$ cat src/rtl/nes_joypad_pkg.sv
// Shared constants and helpers for the NES joypad serialiser: button bit
// positions, Four Score signature bytes and sequence lengths.
package nes_joypad_pkg;

  localparam int BTN_A      = 0;
  localparam int BTN_B      = 1;
  localparam int BTN_SELECT = 2;
  localparam int BTN_START  = 3;
  localparam int BTN_U      = 4;
  localparam int BTN_D      = 5;
  localparam int BTN_L      = 6;
  localparam int BTN_R      = 7;

  localparam logic [7:0] SIG0 = 8'b0000_1000;
  localparam logic [7:0] SIG1 = 8'b0000_0100;

  localparam int SEQ_NORMAL    = 8;
  localparam int SEQ_FOURSCORE = 24;

  typedef enum logic {
    MODE_NORMAL    = 1'b0,
    MODE_FOURSCORE = 1'b1
  } seq_mode_e;

  function automatic logic [4:0] seq_limit(input seq_mode_e mode);
    return (mode == MODE_FOURSCORE) ? 5'(SEQ_FOURSCORE) : 5'(SEQ_NORMAL);
  endfunction

  // Turbo only ever adds presses on A/B; it never masks a real press.
  function automatic logic [7:0] merge_btn(input logic [7:0] pad,
                                           input logic [7:0] loader,
                                           input logic [1:0] turbo,
                                           input logic       phase);
    logic [7:0] m;
    m        = pad | loader;
    m[BTN_A] = m[BTN_A] | (turbo[0] & phase);
    m[BTN_B] = m[BTN_B] | (turbo[1] & phase);
    return m;
  endfunction

endpackage

$ cat src/rtl/nes_joypad_mux_if.sv
// Bundle of NES-core joypad signals and button sources seen by the serialiser.
interface nes_joypad_mux_if #(
  parameter int NUM_PADS = 2
);
  logic                    strobe;
  logic [1:0]              joy_clock;
  logic [8*NUM_PADS-1:0]   pad_btn;
  logic [8*NUM_PADS-1:0]   loader_btn;
  logic [2*NUM_PADS-1:0]   turbo_req;
  logic                    fourscore_en;
  logic [1:0]              joy_data;

  modport master (
    output strobe, joy_clock, pad_btn, loader_btn, turbo_req, fourscore_en,
    input  joy_data
  );

  modport slave (
    input  strobe, joy_clock, pad_btn, loader_btn, turbo_req, fourscore_en,
    output joy_data
  );
endinterface

$ cat src/rtl/joypad_shift_port.sv
// One $4016/$4017 data line: 24-bit shift register with bit counter, falling
// edge detect on the port clock, and open-bus 1 once the sequence is spent.
module joypad_shift_port
  import nes_joypad_pkg::*;
(
  input  logic        clk,
  input  logic        reset,
  input  logic        i_strobe,
  input  logic        i_joy_clock,
  input  seq_mode_e   i_mode,
  input  logic [23:0] i_load,
  output logic        o_data
);

  logic [23:0] r_sr;
  logic [4:0]  r_cnt;
  seq_mode_e   r_mode;
  logic        r_jc_q;

  logic        w_fall;
  logic [4:0]  w_limit;

  assign w_fall  = r_jc_q & ~i_joy_clock;
  assign w_limit = seq_limit(r_mode);

  // Reset value of the edge register is 1 so a clock held high by the core
  // through reset never produces a spurious shift.
  always_ff @(posedge clk or posedge reset) begin
    if (reset) begin
      r_sr   <= '0;
      r_cnt  <= '0;
      r_mode <= MODE_NORMAL;
      r_jc_q <= 1'b1;
    end else begin
      r_jc_q <= i_joy_clock;
      if (i_strobe) begin
        r_sr   <= i_load;
        r_cnt  <= '0;
        r_mode <= i_mode;
      end else if (w_fall) begin
        r_sr <= {1'b0, r_sr[23:1]};
        if (r_cnt != w_limit)
          r_cnt <= r_cnt + 5'd1;
      end
    end
  end

  assign o_data = (r_cnt == w_limit) ? 1'b1 : r_sr[0];

endmodule

$ cat src/rtl/nes_joypad_mux.sv
// Joypad serialiser top: merges pad/loader/turbo buttons, runs the shared
// turbo timer and feeds the two independent shift ports.
module nes_joypad_mux
  import nes_joypad_pkg::*;
#(
  parameter int NUM_PADS = 2,
  parameter int FREQ     = 37_800_000,
  parameter int TURBO_HZ = 15
) (
  input  logic             clk,
  input  logic             reset,
  nes_joypad_mux_if.slave  bus
);

  localparam int TURBO_DIV = FREQ / (2 * TURBO_HZ);
  localparam int TURBO_W   = (TURBO_DIV > 1) ? $clog2(TURBO_DIV) : 1;
  localparam logic [TURBO_W-1:0] TURBO_RELOAD = TURBO_W'(TURBO_DIV - 1);

  logic [TURBO_W-1:0] r_turbo_cnt;
  logic               r_turbo_phase;

  logic [7:0]  w_btn [4];
  logic [23:0] w_load [2];
  logic [1:0]  w_data;
  seq_mode_e   w_mode;

  always_ff @(posedge clk or posedge reset) begin
    if (reset) begin
      r_turbo_cnt   <= '0;
      r_turbo_phase <= 1'b0;
    end else if (r_turbo_cnt == '0) begin
      r_turbo_cnt   <= TURBO_RELOAD;
      r_turbo_phase <= ~r_turbo_phase;
    end else begin
      r_turbo_cnt <= r_turbo_cnt - 1'b1;
    end
  end

  // Absent pads (2/3 on a two-pad build) read as all buttons released.
  generate
    for (genvar gi = 0; gi < 4; gi++) begin : g_btn
      if (gi < NUM_PADS) begin : g_present
        assign w_btn[gi] = merge_btn(bus.pad_btn[8*gi +: 8],
                                     bus.loader_btn[8*gi +: 8],
                                     bus.turbo_req[2*gi +: 2],
                                     r_turbo_phase);
      end else begin : g_absent
        assign w_btn[gi] = 8'h00;
      end
    end
  endgenerate

  assign w_mode = (bus.fourscore_en && (NUM_PADS == 4)) ? MODE_FOURSCORE : MODE_NORMAL;

  assign w_load[0] = (w_mode == MODE_FOURSCORE) ? {SIG0, w_btn[2], w_btn[0]}
                                                : {16'h0000, w_btn[0]};
  assign w_load[1] = (w_mode == MODE_FOURSCORE) ? {SIG1, w_btn[3], w_btn[1]}
                                                : {16'h0000, w_btn[1]};

  generate
    for (genvar gi = 0; gi < 2; gi++) begin : g_port
      joypad_shift_port u_port (
        .clk         (clk),
        .reset       (reset),
        .i_strobe    (bus.strobe),
        .i_joy_clock (bus.joy_clock[gi]),
        .i_mode      (w_mode),
        .i_load      (w_load[gi]),
        .o_data      (w_data[gi])
      );
    end
  endgenerate

  assign bus.joy_data = w_data;

endmodule
$ cat src/flat_wrapper.sv
// flat-port wrapper written by rule: the top's interface ports become plain ports
module nes_joypad_mux_flat import nes_joypad_pkg::*;
#(
  parameter int NUM_PADS = 2,
  parameter int FREQ     = 37_800_000,
  parameter int TURBO_HZ = 15
)
  (clk, reset, bus_strobe, bus_joy_clock, bus_pad_btn, bus_loader_btn, bus_turbo_req, bus_fourscore_en, bus_joy_data);
  nes_joypad_mux_if #(.NUM_PADS(NUM_PADS)) bus_i ();
  input  logic clk;
  input  logic reset;
  input wire logic [$bits(bus_i.strobe)-1:0] bus_strobe;
  input wire logic [$bits(bus_i.joy_clock)-1:0] bus_joy_clock;
  input wire logic [$bits(bus_i.pad_btn)-1:0] bus_pad_btn;
  input wire logic [$bits(bus_i.loader_btn)-1:0] bus_loader_btn;
  input wire logic [$bits(bus_i.turbo_req)-1:0] bus_turbo_req;
  input wire logic [$bits(bus_i.fourscore_en)-1:0] bus_fourscore_en;
  output wire logic [$bits(bus_i.joy_data)-1:0] bus_joy_data;
  assign bus_i.strobe = bus_strobe;
  assign bus_i.joy_clock = bus_joy_clock;
  assign bus_i.pad_btn = bus_pad_btn;
  assign bus_i.loader_btn = bus_loader_btn;
  assign bus_i.turbo_req = bus_turbo_req;
  assign bus_i.fourscore_en = bus_fourscore_en;
  assign bus_joy_data = bus_i.joy_data;
  nes_joypad_mux #(.NUM_PADS(NUM_PADS), .FREQ(FREQ), .TURBO_HZ(TURBO_HZ)) u_core (.clk(clk), .reset(reset), .bus(bus_i));
endmodule
$ cat config.mk
export PLATFORM = sky130hd
export DESIGN_NAME = nes_joypad_mux_flat
export DESIGN_NICKNAME = d
export VERILOG_FILES = /design/src/rtl/nes_joypad_pkg.sv /design/src/rtl/nes_joypad_mux_if.sv /design/src/rtl/joypad_shift_port.sv /design/src/rtl/nes_joypad_mux.sv /design/src/flat_wrapper.sv
export SDC_FILE = /design/constraint.sdc
export NUM_CORES = 1
export LEC_CHECK = 0
export ABC_AREA = 1
export CAP_MARGIN = 20
export CORE_AREA = 3 3 60 104
export DETAILED_ROUTE_END_ITERATION = 12
export DIE_AREA = 0 0 63 107
export PLACE_DENSITY = 0.74
export SKIP_CTS_REPAIR_TIMING = 1
export SLEW_MARGIN = 15
export SYNTH_ARGS = -nofsm -noshare
export SYNTH_HDL_FRONTEND = slang
export SYNTH_SLANG_ARGS = --single-unit
$ cat constraint.sdc
create_clock -name clk -period 2 [get_ports clk]
set_input_delay 0.4 -clock clk [delete_from_list [all_inputs] [get_ports clk]]
set_output_delay 0.4 -clock clk [all_outputs]
set_load 0.02 [all_outputs]
### Word-level counts from Yosys, hierarchy flattened

Index checks and enable logic that the tools add are counted.

* eq/ne operators: 4
* bitwise operators: 15
* reductions and logical operators: 7
* magnitude comparators: 0
* mux-type cells: 13
* shift operators: 0
* $mul: 0
* add/sub/neg operators: 3
* divide/modulo/power cells: 0

Operator list (number)
* 24-bit 2-to-1 mux: 4
* 5-bit 2-to-1 mux: 6
* 21-bit logical NOT: 1
* 21-bit 2-to-1 mux: 1
* 21-bit by 1-bit subtractor with 21-bit output, second input constant: 1
* 8-bit OR: 2
* 5-bit by 1-bit adder with 5-bit output, second input constant: 2
* 5-bit by 4-bit == test with 1-bit output, second input constant: 2
* 5-bit by 4-bit != test with 1-bit output, second input constant: 2
* 2-bit nonzero test: 4
* 1-bit bitwise AND: 6
* 1-bit OR: 4
* 2-bit AND reduction: 2
* 1-bit inverter: 3
* 1-bit 2-to-1 mux: 2

* memories: 0
* output and inout port bits: 2
* ROM bits: 0
* register bits after elaboration: 82
* latch bits: 0
* bits in writable memories: 0
* input port bits: 42

### Longest topological paths before layout

Gate-level depths: netlist of run 1.

* depth in word-level cells: 4
* gate-level depth with buffers: 8
* depth with buffers taken out: 8

### Cells and area by module

A second synthesis of run 1 with hierarchy kept.

* cells, all modules: 556
* area total of the unflattened synthesis: 4470.5 um2

By module, submodules not included
* joypad_shift_port: times used 2, cells each 180, sequential area each 777.0 um2, area each 1511.4 um2
* nes_joypad_mux: times used 1, cells each 196, sequential area each 550.5 um2, area each 1447.6 um2

### Worst setup path after synthesis of run 1

OpenSTA, ideal clock, no wires.

* path kind: register to output
* from: reg u_core.g_port[0].u_port.r_cnt[0]
* to: out bus_joy_data[0]
* arrival: 0.944 ns
* required time: 1.600 ns
* slack: 0.656 ns
* path buffers: 1
* cell stages (with the launch flop): 6
* path through: dfrtp_1 > inv_1 > ha_1 > nand4_1 > nand2_1 > buf_4

* word-level cells in the longest chain between the ends: 2

Ends and longest elaborated chain
* from (decl): line joypad_shift_port.sv:16 `logic [4:0] r_cnt;`
* from (signal assigned): line joypad_shift_port.sv:43 `r_cnt <= r_cnt + 5'd1;`
* 5-bit by 4-bit == test with 1-bit output: line joypad_shift_port.sv:48 `assign o_data = (r_cnt == w_limit) ? 1'b1 : r_sr[0];`
* 1-bit 2-to-1 mux: line joypad_shift_port.sv:48
* to (decl): line flat_wrapper.sv:18 `output wire logic [$bits(bus_i.joy_data)-1:0] bus_joy_data;`

No other way between the ends.

### Final worst setup path of run 1

* from: reg u_core.g_port[1].u_port.r_cnt[0]
* to: out bus_joy_data[1]

* word-level cells in the longest chain between the ends: 2

Ends and longest elaborated chain (line)
* from (decl): joypad_shift_port.sv:16
* from (signal assigned): joypad_shift_port.sv:43
* 5-bit by 4-bit == test with 1-bit output: joypad_shift_port.sv:48
* 1-bit 2-to-1 mux: joypad_shift_port.sv:48

No other way between the ends.

==> flow_metrics.py, run 1 <==
metrics = {
    "status": {
        "outcome": "finished clean",
    },
    "synthesis": {
        "synth-seq-cells": 50,
        "synth_xor_area_share_pct": 1.94,
        "yosys-top-cells-area": "dfrtp_1 (44%), nand2_1 (11%), inv_1 (6.9%)",
        "yosys.area_share.simple_pct": 29.7,
        "synth.distinct_cells": 34,
        "ys_seq_area_share_pct": 46.2,
        "netlist_area_mm2": 0.00271,
        "synth_compound_area_share_pct": 10.7,
        "yosys.area.top_type": "dfrtp_1",
        "netlist_instances": 339,
        "yosysWarnings": 0,
        "synth_top_family_by_area": "simple AND/OR/NAND/NOR gates",
        "syn_nets": 387,
        "synthMuxAreaShare_pct": 0,
        "synth_top_cell_area_share_pct": 44.3,
        "synthAdderAreaFrac_pct": 2.77,
        "syn_area_per_cell_um2": 8.00,
    },
    "placed_design": {
        "post-place-ws_ns": 0.0960,
        "place_area_mm2": 0.00322,
        "place_congestion": 0.780,
        "port-buffer-count": 42,
        "hpwl_um": 4040,
    },
    "cells_and_area": {
        "antenna-diode-count": 0,
        "utilization_pct": 59.9,
        "nNetsFinal": 433,
        "stdcell_area_mm2": 0.00332,
        "area_growth_pct": 22.4,
        "drive_above_1_share_pct": 8.29,
    },
    "routing": {
        "drt_iter0_drc": 132,
        "drt-total-wl_um": 5310,
        "wl_per_cell_um": 11.5,
        "vias": 2296,
        "drcViolationCount": 0,
        "viasPerCell": 4.97,
        "firstDrtPassIters": 4,
        "drtAntennaViolNets": 0,
    },
    "cts": {
        "cts_tree": "yes",
        "numCtsBuffers": 5,
        "h-tree-depth": 2,
        "clock_path_buffers": 2,
        "clkSlewWorstSetupHoldPaths_ns": 0.09,
        "clock-root-buffer": "clkbuf_8",
        "clk_latency_ns": 0.30,
        "clock_sinks": 50,
    },
    "timing": {
        "fin_crit_ns": 1.79,
        "setup_viol_count_final": 0,
        "period_share_pct": 89.6,
        "grt_setup_unrepaired": "false",
        "postLayoutSetupSlackWorst_ns": 0.207,
        "timing.hold.ws_ns": 0.436,
        "worstMarginPinSlew_ns": 0.378,
        "fmax_ghz": 0.558,
        "relSlewSlack_pct": 74.6,
        "slew_viol_final": 0,
        "finalHoldViolations": 0,
        "totalNegativeSetupSlack_ns": 0,
        "skew_ns": 0.00838,
    },
    "floorplan": {
        "dieArea_mm2": 0.00674,
        "ios": 44,
        "die_height_um": 107,
        "die_w_um": 63,
        "rows": 36,
        "core_mm2": 0.00554,
        "initial_core_util_pct": 49.0,
    },
    "setup_path": {
        "cp-end-kind": "primary output",
        "slowest_delay_ns": 0.41,
        "startpoint": "u_core.g_port[1].u_port.r_cnt[0]",
        "crit_type": "reg2out",
        "cp_num_buf_inv": 2,
        "path_cells": "inv_1, ha_1, nand3_1, nand2_1, dlymetal6s2s_1",
        "critical-path-top-delay-family": "flip-flops",
        "critPathArrivalTime_ns": 1.39,
        "critical-path-slowest-cell": "dfrtp_1",
        "critical_path.startpoint_type": "register",
        "worstPathMaxFanout": 4,
        "crit_required_ns": 1.60,
        "r2r-start": "u_core.r_turbo_cnt[0]",
    },
    "global_route": {
        "grt_max_degree": 51,
        "first_global_vias": 2292,
        "grt_pass1_wl_um": 9680,
        "antenna_found_initial": 0,
        "grt.overflow.total": 0,
        "grtUsageTotal_pct": 17.8,
    },
    "pwr": {
        "peakVddDrop_mv": 0.410,
        "power_leakage_nw": 1.57,
        "powerDensity_mw_per_mm2": 571,
    },
    "min_path": {
        "hp-class": "in2async",
    },
    "run": {
        "drv_cap": 0,
    },
}
[kinds of logic after synthesis]
group / count (synthesis)
DFF: 50
adders and majority gates: 6
buffers and inverters: 58
xor gates and xnor gates: 6
AOI/OAI and AO/OA: 47
and+or+nand+nor: 172
[synth_stat cells]
master    count
o21ai_2       1
nor2_1       46
nand3_4       1
nor3_1        1
nand2_1      76
nand2_4       1
xnor2_1       2
nand3_2       4
buf_2         2
buf_4         2
o21bai_1      1
or2_1         2
o221ai_1     10
nor3_2        1
or2_2         2
nor2_8        1
ha_1          6
o21ai_0      23
dfrtp_1      48
nand4_1       7
nand3_1      21
buf_6         1
xor2_1        4
inv_2         2
clkbuf_1      1
nand3b_1      3
dfstp_2       2
nor2_2        4
o21ai_1       4
a21oi_1       4
o211ai_1      3
inv_1        50
nor2_4        2
a211o_1       1
[flip-flops by register name, summed over array words and instances (netlist names)]
| name | count |
|---|---|
| u_core.r_turbo_cnt | 21 |
| u_core.g_port.u_port.r_sr | 16 |
| u_core.g_port.u_port.r_cnt | 10 |
| u_core.g_port.u_port.r_jc_q | 2 |
| u_core.r_turbo_phase | 1 |
[metrics by stage]
stage | cells | power, W
2_1_floorplan | 339 | 0.00121
3_3_place_gp | 454 | 0.00132
3_5_place_dp | 454 | 0.00133
4_1_cts | 462 | 0.00193
5_1_grt | 462 | 0.00201
6_report | 462 | 0.00189
[worst min-delay path, cell delays in order]
cell	delay [ns]
clkdlybuf4s50_1	0.41
inv_2	0.07
buf_12	0.24
[cell usage in the layout, fill, tap and decap left out, types with 2 or more instances in the layout]
master	n
nor2_2	4
o21ai_0	23
xnor2_1	2
clkbuf_8	6
dfstp_2	2
xor2_1	4
nand3b_1	3
o21ai_1	4
or2_1	2
nor2_4	2
nand3_1	21
a21oi_1	4
dfrtp_1	48
ha_1	6
nand3_2	4
dlymetal6s2s_1	2
o221ai_1	10
clkdlybuf4s50_1	40
inv_2	3
nand4_1	7
or2_2	2
nor2_1	46
inv_1	49
nand2_1	76
buf_4	2
o211ai_1	3
[cell type report]
type,count,area (um^2)
clock buffer,7,86.3
clock inverter,1,5.00
fill,517,2220
inverter,52,195
multi-input combinational,231,1220
sequential,50,1250
tap,76,95.1
timing repair buffer,45,460
[per-layer routing]
metal | GRT usage, % | up-vias | wire [um]
met2 | 33.3 | 34 | 2860
met5 | 0 | - | 0
met4 | 7.74 | 0 | 160
met1 | 19.2 | 1070 | 2150
met3 | 2.94 | 12 | 135
li1 | - | 1180 | -
[where the power goes]
group          total, W  switching (W)  internal (W)  leakage [nW]
Sequential      0.00107      0.0000189       0.00106         0.576
Clock          0.000593       0.000313      0.000279        0.0482
Combinational  0.000228       0.000108      0.000119         0.942
Total           0.00189       0.000440       0.00145          1.57
[final timing paths]
| kind | depth (start not counted) | endpoint | slack, ns |
|---|---|---|---|
| max reg2reg | 6 | u_core.r_turbo_phase | 0.48 |
| min reg2reg | 1 | u_core.r_turbo_cnt[0] | 0.44 |
| max | 5 | bus_joy_data[1] | 0.21 |
| min in group clk | 1 | u_core.r_turbo_cnt[0] | 0.44 |
| max in group asynchronous | 3 | u_core.g_port[0].u_port.r_jc_q | 1.25 |
| min | 3 | u_core.r_turbo_cnt[19] | 0.44 |
Note: power is estimated with default switching activity, not from simulation.
==> inputs of run 2 (changes only) <==
ABC_AREA = not set   (was 1)
CORE_AREA = 3 3 57 98   (was 3 3 60 104)
DIE_AREA = 0 0 60 101   (was 0 0 63 107)
PLACE_DENSITY = 0.76   (was 0.74)
==> flow_metrics.py, run 2 <==
metrics = {
    "synthesis": {
        "yosysWarnings": 0,
        "synth.distinct_cells": 42,
        "synth_top_cell_area_share_pct": 48.4,
        "synth_ff_type": "dfrtp_1",
        "netlist_top_cells_count": "dfrtp_1 (48), nand2_1 (36), nor2_1 (25)",
        "synth_edf_count": 0,
        "syn_nets": 304,
        "synthArstFlopShare_pct": 100,
        "yosys-top-cells-area": "dfrtp_1 (48%), nand2_1 (5.4%), xor2_1 (4.2%)",
        "netlist_area_mm2": 0.00248,
        "ys_seq_area_share_pct": 50.5,
        "syn_area_per_cell_um2": 9.70,
        "netlist_instances": 256,
        "yosysMostFrequentCell": "dfrtp_1",
        "synth-seq-cells": 50,
        "yosys.area.top_type": "dfrtp_1",
    },
    "cts": {
        "cts_tree": "yes",
        "clock_path_buffers": 2,
        "h-tree-depth": 2,
        "clkSlewWorstSetupHoldPaths_ns": 0.09,
        "clock-root-buffer": "clkbuf_8",
        "numCtsBuffers": 5,
        "clock_sinks": 50,
        "clk_latency_ns": 0.30,
    },
    "floorplan": {
        "dieArea_mm2": 0.00606,
        "ios": 44,
        "rows": 34,
        "die_height_um": 101,
        "core_mm2": 0.00493,
        "initial_core_util_pct": 50.3,
        "die_w_um": 60,
    },
    "routing": {
        "drcViolationCount": 0,
        "drtAntennaViolNets": 0,
        "firstDrtPassIters": 4,
        "drt-total-wl_um": 5280,
        "vias": 2066,
        "drt_iter0_drc": 53,
        "wl_per_cell_um": 14.1,
        "viasPerCell": 5.51,
    },
    "cells_and_area": {
        "utilization_pct": 65.6,
        "final_common_cell": "dfrtp_1",
        "reg_top3": "u_core.r_turbo_cnt x21, u_core.g_port.u_port.r_sr x16, u_core.g_port.u_port.r_cnt x10",
        "antenna-diode-count": 0,
        "drive_above_1_share_pct": 15.9,
        "nNetsFinal": 368,
        "area_growth_pct": 30.3,
        "top_register": "u_core.r_turbo_cnt",
        "final_cell_mix": "dfrtp_1 (48), clkdlybuf4s50_1 (40), nand2_1 (36), buf_4 (27), nor2_1 (25)",
        "largest_register_ffs": 21,
        "layoutNonFillerInstCount": 375,
    },
    "global_route": {
        "grtUsageTotal_pct": 19.0,
        "grt_pass1_wl_um": 8890,
        "grt_max_degree": 51,
        "antenna_found_initial": 0,
        "grt.overflow.total": 0,
        "first_global_vias": 2103,
    },
    "setup_path": {
        "crit_required_ns": 1.60,
        "slowest_delay_ns": 0.39,
        "critical-path-slowest-cell": "dfrtp_1",
        "cp_num_buf_inv": 2,
        "critical_path.startpoint_type": "register",
        "critPathArrivalTime_ns": 1.49,
        "worstPathMaxFanout": 2,
        "path_cells": "inv_1, ha_1, nor4bb_4, or2_2, clkbuf_2",
        "cp-end-kind": "primary output",
        "crit_type": "reg2out",
        "critical-path-top-delay-family": "simple AND/OR/NAND/NOR gates",
    },
    "pwr": {
        "pwr-share-clk_pct": 31.8,
        "combinationalPowerShare_pct": 12.1,
        "pwr-share-seq_pct": 56.1,
        "peakVddDrop_mv": 0.508,
        "powerDensity_mw_per_mm2": 589,
        "power_leakage_nw": 1.34,
        "p_sw_share_pct": 23.4,
        "switchingPower_w": 0.000446,
        "internal_power_w": 0.00146,
    },
    "placed_design": {
        "port-buffer-count": 42,
        "place_congestion": 0.825,
        "dp.cells": 367,
        "hpwl_um": 3980,
    },
    "timing": {
        "worstMarginPinSlew_ns": 0.404,
        "period_share_pct": 94.4,
        "finalHoldViolations": 0,
        "slew_viol_final": 0,
        "fin_crit_ns": 1.89,
        "relSlewSlack_pct": 72.4,
        "timing.hold.ws_ns": 0.452,
        "fmax_ghz": 0.530,
        "setup_viol_count_final": 0,
        "grt_setup_unrepaired": "false",
        "skew_ns": 0.00334,
    },
    "run": {
        "drv_cap": 0,
    },
    "status": {
        "outcome": "finished clean",
    },
    "min_path": {
        "hp-class": "in2async",
    },
}
[run 2: changes by cell type after synthesis, sizes merged, moves of 8 or more]
cell,delta
nor3,+8
clkbuf,+8
a21oi,+11
nand2,-41
xor2,+8
a31oi,+9
o221ai,-10
o21ai,-24
nor2,-28
inv,-43
nand3,-21
[run 2: metrics by stage]
step	instance area [um^2]	setup TNS (ns)	power (W)	worst slack [ns]
6_report	3240	0	0.00191	0.113
5_1_grt	3240	0	0.00199	0.0190
4_1_cts	3220	-0.821	0.00193	-0.449
3_5_place_dp	3130	-0.131	0.00133	-0.111
3_3_place_gp	3130	-0.0748	0.00132	-0.0636
2_1_floorplan	2480	0	0.00120	0.145
[run 2: worst paths after layout]
kind / from / to / cells after the start / slack, ns
min in group clk: u_core.r_turbo_cnt[18] / u_core.r_turbo_cnt[18] / 1 / 0.48
worst max-delay path: u_core.g_port[0].u_port.r_cnt[0] / bus_joy_data[0] / 5 / 0.11
worst max register to register: u_core.r_turbo_cnt[2] / u_core.r_turbo_cnt[16] / 5 / 0.14
worst min-delay path: reset / u_core.r_turbo_cnt[1] / 3 / 0.45
max in group asynchronous: reset / u_core.g_port[0].u_port.r_jc_q / 3 / 1.25
worst min register to register: u_core.r_turbo_cnt[18] / u_core.r_turbo_cnt[18] / 1 / 0.48
[run 2: worst register-to-register path, delay by kind of cell, from the launching register on]
family                 cells  cell delay [ns]
buffers and inverters      1             0.20
and+or+nand+nor            3             0.93
AOI/OAI and AO/OA          1             0.19
DFF                        1             0.44
[run 2: cells by family after synthesis]
logic type	share of synthesized area, %
and+or+nand+nor	23.9
DFF	50.5
AOI/OAI and AO/OA	11.3
buffers and inverters	4.13
xor gates and xnor gates	6.70
adders and majority gates	3.02
muxes	0.453
[run 2: layout make-up]
cell class | instances | area [um^2]
Inverter | 10 | 37.5
Timing Repair Buffer | 70 | 633
Sequential cell | 50 | 1250
Tap cell | 54 | 67.6
Clock inverter | 1 | 5.00
Fill cell | 423 | 1700
Clock buffer | 7 | 86.3
Multi-Input combinational cell | 183 | 1150
[run 2: per-layer routing]
| layer | track usage, % | wire (um) | share of wire (%) |
|---|---|---|---|
| met5 | 0 | 0 | 0 |
| met4 | 8.19 | 163 | 3.1 |
| met3 | 3.72 | 197 | 3.7 |
| met2 | 35.1 | 2870 | 54 |
| met1 | 19.9 | 2050 | 39 |
[run 2: power by group through the flow]
stage	combinational, W	sequential (W)	clock (W)
2_1_floorplan	0.000112	0.00109	0
3_3_place_gp	0.000230	0.00109	0
3_5_place_dp	0.000236	0.00109	0
4_1_cts	0.000238	0.00107	0.000624
5_1_grt	0.000259	0.00107	0.000662
6_report	0.000231	0.00107	0.000606
